<file path="config.mk">
export PLATFORM = sky130hd
export DESIGN_NAME = fifo_write_arbiter
export DESIGN_NICKNAME = d
export VERILOG_FILES = /design/src/rtl/fifo_arb_pkg.sv /design/src/rtl/fifo.sv /design/src/rtl/fifo_write_arbiter.sv
export SDC_FILE = /design/constraint.sdc
export NUM_CORES = 1
export LEC_CHECK = 0
export ABC_AREA = 1
export ABC_CLOCK_PERIOD_IN_PS = 4700
export BUFFER_PORTS_ARGS = -buffer_cell sky130_fd_sc_hd__buf_4
export CAP_MARGIN = 20
export CORE_MARGIN = 2
export CORE_UTILIZATION = 35
export CTS_BUF_LIST = sky130_fd_sc_hd__clkbuf_2 sky130_fd_sc_hd__clkbuf_4 sky130_fd_sc_hd__clkbuf_8
export DETAILED_ROUTE_END_ITERATION = 12
export GPL_TIMING_DRIVEN = 0
export PLACE_DENSITY = 0.63
export SYNTH_ARGS = -nofsm -noshare
export SYNTH_HDL_FRONTEND = slang
export SYNTH_SLANG_ARGS = --single-unit
export TNS_END_PERCENT = 1
</file>
<file path="constraint.sdc">
create_clock -name i_clk -period 4.7 [get_ports i_clk]
set_input_delay 0.47 -clock i_clk [delete_from_list [all_inputs] [get_ports i_clk]]
set_output_delay 0.47 -clock i_clk [all_outputs]
set_load 0.005 [all_outputs]
</file>
<file path="src/rtl/fifo_arb_pkg.sv">
// Shared types and helpers for the round-robin FIFO write arbiter.
package fifo_arb_pkg;

    typedef enum logic {ARB, OWN} arb_state_t;

    localparam int MAX_REQ       = 8;
    localparam int DFLT_NUM_REQ  = 4;
    localparam int DFLT_TIMEOUT  = 15;
    localparam int PTR_W         = $clog2(DFLT_NUM_REQ);
    localparam int CNT_W         = $clog2(DFLT_TIMEOUT + 1);

    typedef struct packed {
        logic       found;
        logic [2:0] idx;
    } pick_t;

    // First set bit of mask at or after ptr, wrapping modulo n (n <= MAX_REQ).
    function automatic pick_t rr_pick(input logic [MAX_REQ-1:0] mask,
                                      input logic [2:0] ptr, input int n);
        pick_t r;
        int    j;
        r = '0;
        // Walk from the far end so the nearest hit is the one left standing.
        for (int i = MAX_REQ - 1; i >= 0; i--) begin
            if (i < n) begin
                j = (int'(ptr) + i) % n;
                if (mask[j]) begin
                    r.found = 1'b1;
                    r.idx   = 3'(j);
                end
            end
        end
        return r;
    endfunction

endpackage

</file>
<file path="src/rtl/fifo.sv">
// Synchronous single-clock FIFO with combinational head and occupancy count.
module fifo #(
    parameter int DEPTH = 16,
    parameter int WIDTH = 8
) (
    input  logic                   i_clk,
    input  logic                   i_reset_n,
    input  logic                   write,
    input  logic [WIDTH-1:0]       write_data,
    input  logic                   read,
    output logic [WIDTH-1:0]       read_data,
    output logic                   full,
    output logic                   empty,
    output logic [$clog2(DEPTH):0] count
);
    localparam int AW = (DEPTH > 1) ? $clog2(DEPTH) : 1;
    localparam int CW = $clog2(DEPTH) + 1;

    logic [WIDTH-1:0] mem [DEPTH];
    logic [AW-1:0]    wr_ptr, rd_ptr;
    logic             do_write, do_read;

    assign full      = (count == CW'(DEPTH));
    assign empty     = (count == '0);
    // A write into a full FIFO is dropped even if a pop frees a slot.
    assign do_write  = write && !full;
    assign do_read   = read && !empty;
    assign read_data = mem[rd_ptr];

    always_ff @(posedge i_clk) begin
        if (do_write) mem[wr_ptr] <= write_data;
    end

    always_ff @(posedge i_clk or negedge i_reset_n) begin
        if (!i_reset_n) begin
            wr_ptr <= '0;
            rd_ptr <= '0;
            count  <= '0;
        end else begin
            if (do_write) wr_ptr <= (wr_ptr == AW'(DEPTH - 1)) ? '0 : wr_ptr + 1'b1;
            if (do_read)  rd_ptr <= (rd_ptr == AW'(DEPTH - 1)) ? '0 : rd_ptr + 1'b1;
            case ({do_write, do_read})
                2'b10:   count <= count + 1'b1;
                2'b01:   count <= count - 1'b1;
                default: count <= count;
            endcase
        end
    end

endmodule

</file>
<file path="src/rtl/fifo_write_arbiter.sv">
// Round-robin, burst-locked write arbitration of NUM_REQ producers into one
// FIFO, with idle/disable release and a hysteresis watermark flag.
module fifo_write_arbiter #(
    parameter int NUM_REQ = 4,
    parameter int WIDTH   = 8,
    parameter int DEPTH   = 16,
    parameter int HIGH_WM = 12,
    parameter int LOW_WM  = 4,
    parameter int TIMEOUT = 15
) (
    input  logic                        i_clk,
    input  logic                        i_reset_n,
    input  logic [NUM_REQ-1:0]          i_req_valid,
    input  logic [NUM_REQ-1:0]          i_req_last,
    input  logic [NUM_REQ*WIDTH-1:0]    i_req_data,
    input  logic [NUM_REQ-1:0]          i_req_enable,
    output logic [NUM_REQ-1:0]          o_req_ready,
    input  logic                        i_read,
    output logic [WIDTH-1:0]            o_data,
    output logic                        o_empty,
    output logic [$clog2(DEPTH):0]      o_count,
    output logic [$clog2(NUM_REQ)-1:0]  o_owner,
    output logic                        o_busy,
    output logic                        o_wm_high,
    output logic                        o_abort
);
    import fifo_arb_pkg::*;

    localparam int SEL_W  = $clog2(NUM_REQ);
    localparam int IDLE_W = $clog2(TIMEOUT + 1);
    localparam int CW     = $clog2(DEPTH) + 1;

    arb_state_t        state;
    logic [SEL_W-1:0]  owner, rr_ptr, owner_inc;
    logic [IDLE_W-1:0] idle_cnt;
    logic              full, own_valid, own_last, own_enable, can_accept, accept;
    logic [WIDTH-1:0]  wr_data;
    pick_t             pick;

    assign own_valid  = i_req_valid[owner];
    assign own_last   = i_req_last[owner];
    assign own_enable = i_req_enable[owner];
    assign wr_data    = i_req_data[owner*WIDTH +: WIDTH];
    assign owner_inc  = (owner == SEL_W'(NUM_REQ - 1)) ? '0 : owner + 1'b1;

    // A disabled owner sees ready low, so nothing is written in its release cycle.
    assign can_accept  = (state == OWN) && own_enable && !full;
    assign o_req_ready = can_accept ? (NUM_REQ'(1) << owner) : '0;
    assign accept      = can_accept && own_valid;

    assign pick    = rr_pick(MAX_REQ'(i_req_valid & i_req_enable), 3'(rr_ptr), NUM_REQ);
    assign o_busy  = (state == OWN);
    assign o_owner = owner;

    fifo #(.DEPTH(DEPTH), .WIDTH(WIDTH)) u_fifo (
        .i_clk      (i_clk),
        .i_reset_n  (i_reset_n),
        .write      (accept),
        .write_data (wr_data),
        .read       (i_read),
        .read_data  (o_data),
        .full       (full),
        .empty      (o_empty),
        .count      (o_count)
    );

    always_ff @(posedge i_clk or negedge i_reset_n) begin
        if (!i_reset_n) begin
            state    <= ARB;
            owner    <= '0;
            rr_ptr   <= '0;
            idle_cnt <= '0;
            o_abort  <= 1'b0;
        end else begin
            o_abort <= 1'b0;
            case (state)
                ARB: begin
                    if (pick.found) begin
                        state    <= OWN;
                        owner    <= SEL_W'(pick.idx);
                        idle_cnt <= '0;
                    end
                end
                OWN: begin
                    if (!own_enable) begin
                        state    <= ARB;
                        rr_ptr   <= owner_inc;
                        idle_cnt <= '0;
                        o_abort  <= 1'b1;
                    end else if (accept && own_last) begin
                        state    <= ARB;
                        rr_ptr   <= owner_inc;
                        idle_cnt <= '0;
                    end else if (own_valid) begin
                        // Valid held against a full FIFO is not idle time.
                        idle_cnt <= '0;
                    end else if (idle_cnt == IDLE_W'(TIMEOUT - 1)) begin
                        state    <= ARB;
                        rr_ptr   <= owner_inc;
                        idle_cnt <= '0;
                        o_abort  <= 1'b1;
                    end else begin
                        idle_cnt <= idle_cnt + 1'b1;
                    end
                end
                default: state <= ARB;
            endcase
        end
    end

    always_ff @(posedge i_clk or negedge i_reset_n) begin
        if (!i_reset_n)                     o_wm_high <= 1'b0;
        else if (o_count >= CW'(HIGH_WM))   o_wm_high <= 1'b1;
        else if (o_count <= CW'(LOW_WM))    o_wm_high <= 1'b0;
    end

endmodule
</file>
==> results.json, run 1 <==
{
  "core_mm2": 0.0195,
  "routabilityCongestion": 0.914,
  "arrival_ns": 2.55,
  "p_leak_nw": 3.17,
  "crit_family": "buffers and inverters",
  "num_io_pins": 70,
  "max_slew.worst_pin.slew_ns": 0.892,
  "path_class": "flip-flop to primary output",
  "status": "completed",
  "drv_slew": 0,
  "cts_buffers": 17,
  "switchingPower_w": 0.00226,
  "min_period_ns": 3.02,
  "clk_pin_slew_worst_paths_ns": 0.08,
  "ys_types": 33,
  "antenna_cells": 0,
  "p_per_area_mw_per_mm2": 651,
  "drtIter0Drc": 364,
  "worstHoldPathType": "primary input to flip-flop",
  "die_h_um": 145,
  "start_util": 0.357,
  "cts_setup_buffers": 0,
  "wire_per_inst_um": 17.5,
  "die-area_mm2": 0.0211,
  "vdd_drop_max_v": 0.000315,
  "fp-row-count": 51,
  "cts-root-buf": "clkbuf_8",
  "placed_cells": 990,
  "rsz0062_at_grt": "no",
  "vias_per_cell": 5.11,
  "wl_um": 17900,
  "timing.slew.headroom": 0.403,
  "grt_overflow": 0,
  "tritoncts": "done",
  "end_kind": "primary output",
  "max_stage_delay_ns": 0.49,
  "syn_nets": 712,
  "cp.required_ns": 4.23,
  "setup_viol": 0,
  "dr.pass1.iters": 5,
  "drc_errors": 0,
  "drv_cap": 0,
  "hold_ws_ns": 0.430,
  "fmax_mhz": 331,
  "switching_share": 0.419,
  "netlist_instances": 649,
  "tns_ns": 0,
  "syn_area_per_cell_um2": 10.8,
  "p_int_w": 0.00313,
  "synth_seq_area_share": 0.637,
  "grt_max_degree": 25,
  "grt_pass1_vias": 5038,
  "seq_power_share": 0.359,
  "ant_nets": 0,
  "path_buf_inv": 3,
  "vias": 5214,
  "cts.htree.levels": 4,
  "clock_latency_ns": 0.46,
  "fin_cells": 1021,
  "die_x_um": 145,
  "ys_ff_latch": 152,
  "antenna_found_initial": 0,
  "p_clk_frac": 0.179,
  "cts.sinks": 152,
  "dpl.hpwl_um": 12300,
  "grtUsageTotal": 0.170,
  "max-clock-path-buffers": 2,
  "syn-cell-area_mm2": 0.00698,
  "fin_skew_ns": 0.0120,
  "grt_pass1_wl_um": 27500,
  "combPwrFrac": 0.462,
  "crit_chain": "inv_1 > clkbuf_1 > o21ai_0 > o221ai_1 > o211ai_1 > nand2_1 > buf_4",
  "io_buffer_count": 69,
  "yosys_warnings": 0,
  "drive_above_1_share": 0.176,
  "path_max_fanout": 10,
  "min_period_over_period": 0.643,
  "pre_cts_ws_ns": 1.93,
  "cp_slowest_cell": "dfrtp_1",
  "nets": 808,
  "nFillCells": 1918,
  "fin_ws_ns": 1.68,
  "crit_path_start_kind": "flip-flop",
  "syn_to_final_growth_pct": 18.6,
  "hold_violations": 0
}
per-stage QoR:
| stage | utilization | power, W | cell area [µm²] |
|---|---|---|---|
| 3_5_place_dp | 0.404 | 0.00443 | 7890 |
| 3_3_place_gp | 0.401 | 0.00434 | 7830 |
| 5_1_grt | 0.424 | 0.00574 | 8270 |
| 2_1_floorplan | - | 0.00344 | 6980 |
| 6_report | 0.424 | 0.00538 | 8270 |
| 4_1_cts | 0.424 | 0.00539 | 8270 |
power by group through the flow:
stage               clock (W)  combinational (W)  sequential (W)
detailed placement          0            0.00247         0.00196
global placement            0            0.00236         0.00197
CTS                  0.000972            0.00248         0.00193
floorplan                   0            0.00150         0.00194
finish               0.000962            0.00249         0.00193
global route          0.00102            0.00276         0.00195
kinds of logic after synthesis:
family,after synthesis,share of synthesized area
AO/OA/AOI/OAI,166,0.138
XOR/XNOR,7,0.00878
adder cells (fa/ha/maj),16,0.0298
buffers and inverters,69,0.0439
flip-flops,152,0.637
AND/OR/NAND/NOR,239,0.142
state kept, by name, indices dropped and copies added (netlist names):
name and count:
o_abort 1, u_fifo.rd_ptr 4, u_fifo.wr_ptr 4, o_busy 1
rr_ptr 2, o_owner 2, idle_cnt 4, u_fifo.count 5
o_wm_high 1, u_fifo.mem 128
path summary, 6_finish.rpt:
| kind | slack (ns) | cells past startpoint | to | startpoint |
|---|---|---|---|---|
| max in group asynchronous | 3.99 | 2 | u_fifo.count[0] | i_reset_n |
| min in group asynchronous | 0.45 | 2 | u_fifo.count[4] | i_reset_n |
| worst min-delay path | 0.43 | 4 | u_fifo.rd_ptr[3] | i_read |
| worst max register to register | 1.97 | 18 | u_fifo.count[4] | o_owner[0] |
| worst max-delay path | 1.68 | 7 | o_data[1] | u_fifo.rd_ptr[1] |
| worst min register to register | 0.51 | 2 | o_wm_high | o_wm_high |
synth_stat cells (all sizes together):
cell / number / area (µm²)
a21boi: 1 / 7.51
a21oi: 5 / 25.0
buf: 13 / 92.6
clkbuf: 20 / 76.3
clkinv: 1 / 3.75
dfrtp: 24 / 601
edfxtp: 128 / 3840
fa: 1 / 20.0
ha: 15 / 188
inv: 35 / 134
nand2: 99 / 407
nand3: 21 / 105
nand3b: 1 / 7.51
nand4: 2 / 12.5
nor2: 116 / 462
o211ai: 16 / 120
o21ai: 102 / 510
o221ai: 16 / 140
o22ai: 26 / 163
xnor2: 3 / 26.3
xor2: 4 / 35.0
repair_timing:
item | 4_1_cts | 5_1_grt
hold buffers | 1 | 0
hold endpoints to repair | 24 | 0
gates resized for setup | 0 | 0
routing by layer:
metal	up-vias	track usage	part of all wire
li1	2497	-	-
met1	2501	0.225	0.44
met2	186	0.274	0.47
met3	30	0.0374	0.069
met4	0	0.0676	0.023
met5	-	0	0
worst register-to-register path, stage by stage, from the launching register on:
cell and delay [ns]:
dfrtp_1 0.43, buf_6 0.16, inv_2 0.07, nand2_1 0.05, nand3_1 0.08, nand2_2 0.08
nor2_4 0.13, nand2_4 0.11, nor2_8 0.11, buf_8 0.15, inv_2 0.05, ha_1 0.26
fa_1 0.41, nand2_1 0.10, nand2_1 0.06, a21oi_1 0.14, xor2_1 0.16, nand2_1 0.06
o21ai_0 0.07
layout make-up:
type	count	area, µm²	area share
plain buffers	33	169	0.0204
clock inverters	11	124	0.0150
well taps	265	332	0.0401
repair buffers	77	584	0.0706
inverters	36	138	0.0166
clock buffers	19	249	0.0301
multi-input cells	428	2230	0.270
flip-flops and latches	152	4440	0.537
layout by cell type, fill, tap and decap left out, types with 5 or more instances in the layout:
cell type	n
edfxtp_1	128
nor2_1	113
o21ai_0	101
nand2_1	93
buf_4	77
inv_1	30
o22ai_1	25
dfrtp_1	24
nand3_1	21
clkbuf_1	19
clkbuf_8	17
o221ai_1	16
o211ai_1	16
ha_1	15
buf_2	8
a21oi_1	5
Power figures use the tool's default switching activity.
==> run 2: changes to the inputs <==
Settings changed: ABC_CLOCK_PERIOD_IN_PS 4700 to 2600, PLACE_DENSITY 0.63 to 0.65.
Clock period 4.7 ns to 2.6 ns, I/O delays scaled along.
==> results.json, run 2 (synthesized netlist as in run 1, its figures left out) <==
{
  "worstHoldPathType": "primary input to flip-flop",
  "p_clk_frac": 0.189,
  "r2r-start": "o_owner[0]",
  "die_x_um": 145,
  "switching_share": 0.423,
  "p_per_area_mw_per_mm2": 1190,
  "crit_chain": "buf_1 > o21ai_0 > o22ai_1 > o211ai_1 > nand2_1 > buf_4",
  "final_cell_mix": "edfxtp_1 (128), nor2_1 (100), o21ai_0 (100)",
  "top_register": "u_fifo.mem",
  "cts.sinks": 152,
  "cts-root-buf": "clkbuf_8",
  "timing.slew.headroom": 0.408,
  "vdd_drop_max_v": 0.000497,
  "antenna_found_initial": 0,
  "cp_slowest_cell": "dfrtp_1",
  "largest_reg_flops": 128,
  "dr.pass1.iters": 5,
  "cts_buffers": 17,
  "r2r_slack_ns": 0.13,
  "path_class": "flip-flop to primary output",
  "drc_errors": 0,
  "min_period_over_period": 0.993,
  "worstHoldPathCells": 4,
  "end_kind": "primary output",
  "max_slew.worst_pin.slew_ns": 0.888,
  "switchingPower_w": 0.00425,
  "multiInputGateArea_mm2": 0.00229,
  "grtUsageTotal": 0.168,
  "tritoncts": "done",
  "p_int_w": 0.00580,
  "fin_skew_ns": 0.0154,
  "ant_nets": 0,
  "drv_slew": 0,
  "core_mm2": 0.0195,
  "dpl.hpwl_um": 12300,
  "wl_um": 17700,
  "cts.htree.levels": 4,
  "status": "completed",
  "grt_max_degree": 25,
  "hold_end": "u_fifo.rd_ptr[3]",
  "crit_start": "u_fifo.rd_ptr[1]",
  "rsz0062_at_grt": "yes",
  "nets": 811,
  "grt_pass1_vias": 5000,
  "drtIter0Drc": 481,
  "die_h_um": 145,
  "grt_pass1_wl_um": 27400,
  "finalInstanceArea_mm2": 0.00844,
  "drv_cap": 0,
  "path_max_fanout": 10,
  "syn_to_final_growth_pct": 20.9,
  "clock_latency_ns": 0.46,
  "arrival_ns": 2.32,
  "fmax_mhz": 387,
  "cp.required_ns": 2.34,
  "vias": 5237,
  "max-clock-path-buffers": 2,
  "antenna_cells": 0,
  "min_period_ns": 2.58,
  "fp-row-count": 51,
  "nFillCells": 1901,
  "clk_pin_slew_worst_paths_ns": 0.09,
  "seq_power_share": 0.348,
  "start_util": 0.357,
  "setup_viol": 0,
  "grt_overflow": 0,
  "num_io_pins": 70,
  "combPwrFrac": 0.463,
  "wire_per_inst_um": 17.2,
  "hold_ws_ns": 0.239,
  "max_stage_delay_ns": 0.50,
  "regArea_mm2": 0.00445,
  "die-area_mm2": 0.0211,
  "r2r_cells": 18,
  "crit_path_start_kind": "flip-flop",
  "r2r-end": "u_fifo.count[4]",
  "layout_commonest_cell": "edfxtp_1",
  "routabilityCongestion": 0.873,
  "hp-start": "i_read",
  "hold_violations": 0,
  "vias_per_cell": 5.10,
  "top_regs": "u_fifo.mem (128), u_fifo.count (5)",
  "io_buffer_count": 69,
  "dpl_cell_area_mm2": 0.00790,
  "p_leak_nw": 3.24,
  "drive_above_1_share": 0.222
}
==> run 2: cell count changes in the layout (fill, tap and decap cells not counted), moves of 2 or more <==
cell      before  now
inv_8          0    4
nor2_2         1   14
nand2_1       93   91
clkbuf_1      19    9
nand2_2        2    4
nor2_1       113  100
clkbuf_2       1    9
dfrtp_1       24   22
dfrtp_2        0    2
buf_2          8    6
buf_6          3    6
clkinv_1       3    1
==> run 2: what timing repair did <==
item,CTS,global route
pin swaps,0,2
setup buffers,1,2
hold buffers,1,0
setup endpoints to repair,10,10
endpoints found under the hold margin,24,0
resized for setup,9,31
==> run 2: final cells by class <==
class / instances / share of cell area
flip-flops and latches: 152 / 0.527
multi-input cells: 428 / 0.272
repair buffers: 80 / 0.0728
well taps: 265 / 0.0393
clock buffers: 18 / 0.0286
plain buffers: 33 / 0.0227
clock inverters: 14 / 0.0215
inverters: 36 / 0.0163
==> run 2: worst max-delay path by stage <==
stage | end
floorplan | u_fifo.count[4]
global placement | u_fifo.mem[7][4]
detailed placement | u_fifo.count[4]
CTS | u_fifo.count[4]
global route | o_data[2]
finish | o_data[6]
==> run 2: per-layer routing <==
metal / up-vias / part of all wire / GRT usage
met1: 2493 / 0.44 / 0.228
met4: 0 / 0.013 / 0.0588
met5: - / 0 / 0
li1: 2506 / - / -
met3: 23 / 0.072 / 0.0358
met2: 215 / 0.47 / 0.266
==> run 2: power by group through the flow <==
stage | Clock [W] | Sequential, W | Combinational, W
after floorplan | 0 | 0.00350 | 0.00271
after global placement | 0 | 0.00357 | 0.00426
after detailed placement | 0 | 0.00355 | 0.00445
after CTS | 0.00191 | 0.00349 | 0.00451
after global routing | 0.00202 | 0.00354 | 0.00512
final | 0.00190 | 0.00350 | 0.00465
==> run 2: per-stage QoR <==
step | total power (W) | instances | setup TNS, ns | utilization | setup WS [ns]
2_1_floorplan | 0.00621 | 649 | 0 | - | 0.111
3_3_place_gp | 0.00783 | 983 | -31.62 | 0.401 | -0.416
3_5_place_dp | 0.00800 | 990 | -0.258 | 0.405 | -0.172
4_1_cts | 0.00992 | 1024 | -0.0157 | 0.428 | -0.0157
5_1_grt | 0.0107 | 1026 | -0.410 | 0.432 | -0.0747
6_report | 0.0101 | 1026 | 0 | 0.432 | 0.0173
==> run 2: worst max-delay path: cells and delay by family (launching register included) <==
kind,cells,cell delay (ns)
AOI/OAI and AO/OA,3,0.64
buffers and inverters,2,0.59
DFF,1,0.50
and+or+nand+nor,1,0.14
